$ cat config.mk
export PLATFORM = sky130hd
export DESIGN_NAME = alu_datapath_core
export DESIGN_NICKNAME = d
export VERILOG_FILES = /design/src/rtl/alu_datapath_core.sv
export SDC_FILE = /design/constraint.sdc
export NUM_CORES = 1
export LEC_CHECK = 0
export BUFFER_PORTS_ARGS = -buffer_cell sky130_fd_sc_hd__buf_2
export CORE_MARGIN = 2
export CORE_UTILIZATION = 65
export DETAILED_ROUTE_END_ITERATION = 6
export HOLD_SLACK_MARGIN = 0.03
export PLACE_DENSITY_LB_ADDON = 0.12
export SLEW_MARGIN = 5
export SYNTH_ARGS = -nofsm -noshare
export SYNTH_HDL_FRONTEND = slang
export SYNTH_SLANG_ARGS = --single-unit
$ cat constraint.sdc
create_clock -name clk -period 10.8 [get_ports clk]
set_input_delay 0.54 -clock clk [delete_from_list [all_inputs] [get_ports clk]]
set_output_delay 0.54 -clock clk [all_outputs]
set_load 0.005 [all_outputs]
$ cat src/rtl/alu_datapath_core.sv
// Accumulator datapath: register file, accumulator A, product-high H, carry/zero flags
// and an ALU with single-cycle ops plus a WIDTH-cycle shift-add multiply.
module alu_datapath_core #(
  parameter int WIDTH = 8,
  parameter int NREGS = 16,
  localparam int AW = $clog2(NREGS)
) (
  input  logic             clk,
  input  logic             nReset,
  input  logic [AW-1:0]    RegAddr,
  input  logic [3:0]       ALUCode,
  input  logic             Start,
  input  logic             RegWE,
  input  logic             ClrCY,
  output logic             Busy,
  output logic             Done,
  output logic [WIDTH-1:0] A_out,
  output logic [WIDTH-1:0] H_out,
  output logic             CY,
  output logic             Z
);

  localparam int CW = (WIDTH > 1) ? $clog2(WIDTH) : 1;

  localparam logic [3:0] OP_ADD = 4'd0;
  localparam logic [3:0] OP_ADC = 4'd1;
  localparam logic [3:0] OP_SUB = 4'd2;
  localparam logic [3:0] OP_SBC = 4'd3;
  localparam logic [3:0] OP_AND = 4'd4;
  localparam logic [3:0] OP_OR  = 4'd5;
  localparam logic [3:0] OP_XOR = 4'd6;
  localparam logic [3:0] OP_LDA = 4'd7;
  localparam logic [3:0] OP_RLC = 4'd8;
  localparam logic [3:0] OP_RRC = 4'd9;
  localparam logic [3:0] OP_MUL = 4'd10;

  typedef enum logic {ST_IDLE, ST_MUL} state_t;

  state_t state_q, state_d;

  logic [WIDTH-1:0] rf [NREGS];
  logic [WIDTH-1:0] acc_q, high_q;
  logic             cy_q, z_q, done_q;
  logic [CW-1:0]    cnt_q;
  logic [WIDTH-1:0] mcand_q, prod_hi_q, prod_lo_q;

  logic [WIDTH-1:0] operand;
  logic             idle, single_accept, mul_start, mul_commit;
  logic [WIDTH:0]   ext;
  logic [WIDTH-1:0] alu_a;
  logic             alu_cy, alu_writes;
  logic [WIDTH:0]   step_sum;
  logic [WIDTH-1:0] next_hi, next_lo;

  assign operand       = rf[RegAddr];
  assign idle          = (state_q == ST_IDLE);
  assign single_accept = idle && Start && (ALUCode != OP_MUL);

  // Single-cycle ALU result; MUL and NOP leave alu_writes low.
  always_comb begin
    alu_a      = acc_q;
    alu_cy     = cy_q;
    alu_writes = 1'b1;
    ext        = '0;
    case (ALUCode)
      OP_ADD: begin
        ext    = {1'b0, acc_q} + {1'b0, operand};
        alu_a  = ext[WIDTH-1:0];
        alu_cy = ext[WIDTH];
      end
      OP_ADC: begin
        ext    = {1'b0, acc_q} + {1'b0, operand} + {{WIDTH{1'b0}}, cy_q};
        alu_a  = ext[WIDTH-1:0];
        alu_cy = ext[WIDTH];
      end
      OP_SUB: begin
        ext    = {1'b0, acc_q} - {1'b0, operand};
        alu_a  = ext[WIDTH-1:0];
        alu_cy = ext[WIDTH];
      end
      OP_SBC: begin
        ext    = {1'b0, acc_q} - {1'b0, operand} - {{WIDTH{1'b0}}, cy_q};
        alu_a  = ext[WIDTH-1:0];
        alu_cy = ext[WIDTH];
      end
      OP_AND:  alu_a = acc_q & operand;
      OP_OR:   alu_a = acc_q | operand;
      OP_XOR:  alu_a = acc_q ^ operand;
      OP_LDA:  alu_a = operand;
      OP_RLC:  {alu_cy, alu_a} = {acc_q, cy_q};
      OP_RRC:  {alu_a, alu_cy} = {cy_q, acc_q};
      default: alu_writes = 1'b0;
    endcase
  end

  // One shift-add step: the multiplier shifts out of prod_lo as product bits shift in.
  assign step_sum = {1'b0, prod_hi_q} + (prod_lo_q[0] ? {1'b0, mcand_q} : '0);
  assign next_hi  = step_sum[WIDTH:1];
  assign next_lo  = {step_sum[0], prod_lo_q[WIDTH-1:1]};

  always_comb begin
    state_d    = state_q;
    mul_start  = 1'b0;
    mul_commit = 1'b0;
    case (state_q)
      ST_IDLE: if (Start && ALUCode == OP_MUL) begin
        state_d   = ST_MUL;
        mul_start = 1'b1;
      end
      ST_MUL: if (cnt_q == '0) begin
        state_d    = ST_IDLE;
        mul_commit = 1'b1;
      end
      default: state_d = ST_IDLE;
    endcase
  end

  always_ff @(posedge clk or negedge nReset) begin
    if (!nReset) state_q <= ST_IDLE;
    else         state_q <= state_d;
  end

  always_ff @(posedge clk or negedge nReset) begin
    if (!nReset) begin
      for (int i = 0; i < NREGS; i++) rf[i] <= '0;
      acc_q     <= '0;
      high_q    <= '0;
      cy_q      <= 1'b0;
      z_q       <= 1'b0;
      done_q    <= 1'b0;
      cnt_q     <= '0;
      mcand_q   <= '0;
      prod_hi_q <= '0;
      prod_lo_q <= '0;
    end else begin
      done_q <= 1'b0;
      if (idle && RegWE) rf[RegAddr] <= acc_q;

      if (mul_start) begin
        mcand_q   <= acc_q;
        prod_hi_q <= '0;
        prod_lo_q <= operand;
        cnt_q     <= CW'(WIDTH - 1);
      end else if (!idle) begin
        prod_hi_q <= next_hi;
        prod_lo_q <= next_lo;
        if (cnt_q != '0) cnt_q <= cnt_q - CW'(1);
      end

      // ClrCY overrides whatever carry the same edge would otherwise produce.
      if (mul_commit) begin
        acc_q  <= next_lo;
        high_q <= next_hi;
        z_q    <= ({next_hi, next_lo} == '0);
        cy_q   <= ClrCY ? 1'b0 : (next_hi != '0);
        done_q <= 1'b1;
      end else if (single_accept) begin
        done_q <= 1'b1;
        if (alu_writes) begin
          acc_q <= alu_a;
          z_q   <= (alu_a == '0);
        end
        cy_q <= ClrCY ? 1'b0 : (alu_writes ? alu_cy : cy_q);
      end else if (ClrCY) begin
        cy_q <= 1'b0;
      end
    end
  end

  assign Busy  = !idle;
  assign Done  = done_q;
  assign A_out = acc_q;
  assign H_out = high_q;
  assign CY    = cy_q;
  assign Z     = z_q;

endmodule
Word level (Yosys, flattened, before mapping)
Index checks and enable logic that the tools add are counted.
{"block": "classes", "n_addsub": 6, "n_lt_le_gt_ge": 2, "eq_ne": 11, "n_mux": 37, "n_bitwise": 5, "reduce_logical": 22}
{"cell": "$bwmux 128", "count": 1}
{"cell": "$mux 8", "count": 11}
{"cell": "$pmux 8 s10", "count": 1}
{"cell": "$bmux 8 s4", "count": 1}
{"cell": "$demux 8 s4", "count": 1}
{"cell": "$add 8x8->9", "count": 2}
{"cell": "$mux 1", "count": 17}
{"cell": "$eq 4x3->1 const B", "count": 4}
{"cell": "$logic_not 16->1", "count": 1}
{"cell": "$reduce_bool 8->1", "count": 2}
{"cell": "$eq 4x4->1 const B", "count": 3}
{"cell": "$reduce_or 10->1", "count": 1}
{"cell": "$add 9x1->9", "count": 1}
{"cell": "$mux 3", "count": 3}
{"cell": "$reduce_bool 3->1", "count": 3}
{"cell": "$sub 8x8->9", "count": 1}
{"cell": "$sub 9x1->9", "count": 1}
{"cell": "$and 8x8->8", "count": 1}
{"cell": "$eq 4x2->1 const B", "count": 2}
{"cell": "$logic_not 8->1", "count": 1}
{"cell": "$or 8x8->8", "count": 1}
{"cell": "$reduce_bool 2->1", "count": 4}
{"cell": "$xor 8x8->8", "count": 1}
{"cell": "$pmux 1 s6", "count": 1}
{"cell": "13 further kinds", "count": 18}
{"block": "totals", "register_bits": 175, "in_bits": 13, "output_inout_bits": 20, "wordCells": 109}

Longest topological paths before layout
{"block": "depth", "depth_word": 11, "depth_mapped": 17, "depth_no_buf": 15}

Least setup slack after synthesis
Ideal clock, no wire load.
{"block": "synth_timing", "kind": "input to register", "from": "input port RegAddr[1]", "to": "register z_q, in the netlist Z", "setup_time_ps": 92, "t_arrival_ps": 4417, "required_ps": 10708, "slack_ps": 6291, "stages": 16, "n_path_buf": 2, "path_cell_list": "clkbuf_1 > clkbuf_1 > mux4_1 > mux2i_1 > mux2_2 > inv_1 > ha_1 > fa_1 > ha_1 > or2_2 > a32o_1 > a2111o_1 > a222oi_1 > and4b_1 > o211ai_1 > o31ai_2"}
{"block": "synth_via", "elab_chain_cells": 11, "elab_cells_between_ends": 16, "cone_classes": "4 x add/sub; 7 x mux; 4 x bitwise; 1 x reduce/logical"}
{"element": "start: declaration", "line_no": "10", "source": "input logic [AW-1:0] RegAddr,"}
{"element": "$not 4->5 (not written as such) *", "line_no": "55", "source": "assign operand = rf[RegAddr];"}
{"element": "$bmux 8 s4 *", "line_no": "55"}
{"element": "$mux 8 (not written as such) * (2 in series)", "line_no": "55"}
{"element": "$sub 8x8->9 or $add 8x8->9 (tied branches)"}
{"element": "$sub 9x1->9 or $add 9x1->9 (tied branches)", "line_no": "82, 72"}
{"element": "$pmux 8 s10 *", "line_no": "65", "source": "case (ALUCode)"}
{"element": "$logic_not 8->1 *", "line_no": "161", "source": "z_q <= (alu_a == '0);"}
{"element": "$mux 1 *", "line_no": "159", "source": "if (alu_writes) begin"}
{"element": "$mux 1 *", "line_no": "157", "source": "end else if (single_accept) begin"}
{"element": "$mux 1 *", "line_no": "151", "source": "if (mul_commit) begin"}
{"element": "end signal: assignment", "line_no": "154", "source": "z_q <= ({next_hi, next_lo} == '0);"}
{"element": "end signal: assignment", "line_no": "161"}
{"element": "end: declaration", "line_no": "43", "source": "logic cy_q, z_q, done_q;"}
Mark *: on every way between the ends. The rest lies on a longest branch, timed or not. The select of a mux whose other input is x is not followed.
A chain may end at the register's enable or synchronous reset.

Worst setup path after layout
{"block": "layout_timing", "from": "input port RegAddr[0]", "to": "register z_q, in the netlist Z"}
The elaborated chain is that of the path after synthesis.

==> out/metrics.csv <==
metric;value;unit
outcome;finished clean;
die area;16900;µm²
core area;15700;µm²
largest net degree at the start of global routing;111;
CTS tree;built;
area occupied by multi-input gates;5510;µm²
Slew Limit Fails;0;
die width;130;µm
synth top area cells;dfrtp_1 42%, o21ai_0 6.0%, nand2_1 5.9%;
PortBufs;32;
final worst path period need;5.02;ns
clock buffer depth;2;
WL final;28.4;mm
Post-synth EDFFs;0;
worst setup margin;5.78;ns
initial antenna violation count;0;
synth unique cells;74;
ys async rst share;1.00;
Synth Net Count;1095;
Row Count;46;
Internal;1.91;mW
max frequency;199;MHz
Power, Total;3.30;mW
Yosys top cell area share;0.425;
Initial Utilization;0.656;
Sequential Power Share;0.351;
I/O Pins;33;
Worst Max-Slew Pin Slew;1.05;ns
Seq/Total Area, Yosys;0.425;
Hold WC Path Type;in2async;
DR WL/cell;22.5;µm
clock power share;0.199;
top_reg_cell synth;dfrtp_1;
Final Non-Filler Cells;1262;
commonest non-fill, non-tap cells in the layout;175 x dfrtp_1, 163 x nand2_1, 123 x o21ai_0, 51 x mux2_2, 41 x nor2_1;
Cell Pwr Density;295;nW/µm²
Finished Cell Area;11200;µm²
Final HPWL DP;18.9;mm
gr ovfl total;0;
area leader, netlist;dfrtp_1;
final count of negative-setup-slack endpoints;0;
Placed Instances;1230;
fin util;0.711;
slew margin rel.;0.299;
vias per cell;6.63;
Fin. Hold Viols;0;
#FFs+latches synth;175;
Antenna Nets Post-Route;0;
slowest cell on the critical path;mux4_1;
combinational fraction of design power;0.450;
gr usage total;0.352;
worst r2r src;rf[92]$_DFFE_PN0P_;
diodes inserted;0;
Fin Setup TNS;0;ns
Post-Route Skew;0.00901;ns
RSZ-0062 raised after global routing;false;
TritonCTS Buffers;17;
reg2reg setup slack;6.22;ns
Switching Share;0.420;
Max VDD drop;0.208;mV
initial DRC count;917;
DIE HEIGHT;130;µm
Area Growth Syn to Fin;8.30;%
startpoint types;input pin;
Via Count;8366;
Crit path required time;11.14;ns
register area;4380;µm²
DR DRC count;0;
Setup CP Type;in2reg;
cell mode on critical path;o211ai_1;
max incr delay on CP;0.64;ns
cell area after placement;10500;µm²
Post-CTS Setup Inserts;0;
GPL Wtd Cong;0.985;
Post-Syn Area;10300;µm²
Layout Nets;1088;
share of cells above drive strength 1;0.153;
# H-tree levels;4;
clk slew on worst S/H paths;0.08;ns
critical path capture point type;register;
dpl ws;5.41;ns
final hold slack;0.212;ns
CTS root buffer;clkbuf_16;
most common cell after layout, fill and taps aside;dfrtp_1;
final period utilization;0.465;
reg2reg path depth;12;
filler instances;1194;
latest clock arrival within the worst-skew pair;0.44;ns
Post-Syn Area per Cell;9.92;µm²
max_cap viols;0;
Synth Instances;1040;
worst-path maximum fanout;38;
sw power;1.39;mW
Leak;5.03;nW
Resized Gates After CTS;0;
Clock Sinks;175;
first-pass GRT wire length;44.6;mm
TritonRoute pass-1 iters;5;
Yosys warnings;0;
worst endpoint data arrival time;5.37;ns
Cell Chain, Critical Path;buf_2 > buf_4 > mux4_1 > mux2_2 > o21ai_1 > ha_1 > nor2_1 > a2111o_1 > o211ai_1 > nor3_1 > xnor2_1 > a221oi_1 > o211ai_1 > o31ai_2;
RR Endpoint;Z$_DFFE_PN0P_;
hold buffer count at CTS;0;
number of global-route vias before repair;7921;
area by class of cell:
| cell class | instances | share of cell area |
|---|---|---|
| Inverter | 36 | 0.0121 |
| Clock buffer | 17 | 0.0381 |
| Timing Repair Buffer | 43 | 0.0223 |
| Clock inverter | 15 | 0.0179 |
| Tap cell | 216 | 0.0242 |
| Multi-Input combinational cell | 760 | 0.493 |
| Sequential cell | 175 | 0.392 |
worst max-delay path: cells and delay by family:
family          cells  cell delay [ns]
buf+inv             2             0.59
xor+xnor            1             0.17
fa+ha+maj           1             0.54
compound gates      6             2.24
mux                 2             0.93
simple gates        2             0.31
sequential cells by signal, indices dropped and copies added, names as in the netlist:
| signal | flops |
|---|---|
| rf | 128 |
| A_out | 8 |
| H_out | 8 |
| mcand_q | 8 |
| prod_hi_q | 8 |
| prod_lo_q | 8 |
| cnt_q | 3 |
| Busy | 1 |
| CY | 1 |
| Done | 1 |
| Z | 1 |
cell usage after synthesis (all sizes together) (11+ instances only):
library cell and instances:
and2 13, nor3 16, xnor2 11, ha 39, nor2b 12, o211ai 12, nand2 163, a21oi 33
mux4 34, clkbuf 60, mux2 51, dfrtp 175, o21ai 132, nand2b 11, nor2 41, nand3 16
inv 36
kinds of logic after synthesis:
kind of cell	Yosys count	synth area share
AO/OA/AOI/OAI	281	0.173
buffers and inverters	105	0.0411
adder cells (fa/ha/maj)	42	0.0531
XOR/XNOR	18	0.0153
flip-flops	175	0.425
AND/OR/NAND/NOR	324	0.148
multiplexers	95	0.144
metal layers:
layer | vias up | wire [µm] | track usage
met4 | 0 | 1260 | 0.170
met1 | 4105 | 11900 | 0.481
met5 | - | 0 | 0
met3 | 92 | 1750 | 0.0627
li1 | 3782 | - | -
met2 | 387 | 13500 | 0.552
worst max path at each step:
stage | start | to | slack, ns
2_1_floorplan | RegAddr[1] | Z$_DFFE_PN0P_ | 6.29
3_5_place_dp | RegAddr[0] | Z$_DFFE_PN0P_ | 5.41
4_1_cts | RegAddr[0] | Z$_DFFE_PN0P_ | 5.85
6_report | RegAddr[0] | Z$_DFFE_PN0P_ | 5.78
5_1_grt | RegAddr[0] | Z$_DFFE_PN0P_ | 5.50
3_3_place_gp | RegAddr[0] | Z$_DFFE_PN0P_ | 5.52
power groups by stage:
stage                     Combinational (mW)  Sequential [mW]  Clock [mW]
final                                   1.48             1.16       0.657
after global routing                    1.63             1.19       0.687
after CTS                               1.46             1.15       0.661
after detailed placement                1.45             1.16           0
after global placement                  1.42             1.15           0
after floorplan                         1.09             1.07           0
(Power assumes the default switching activity.)
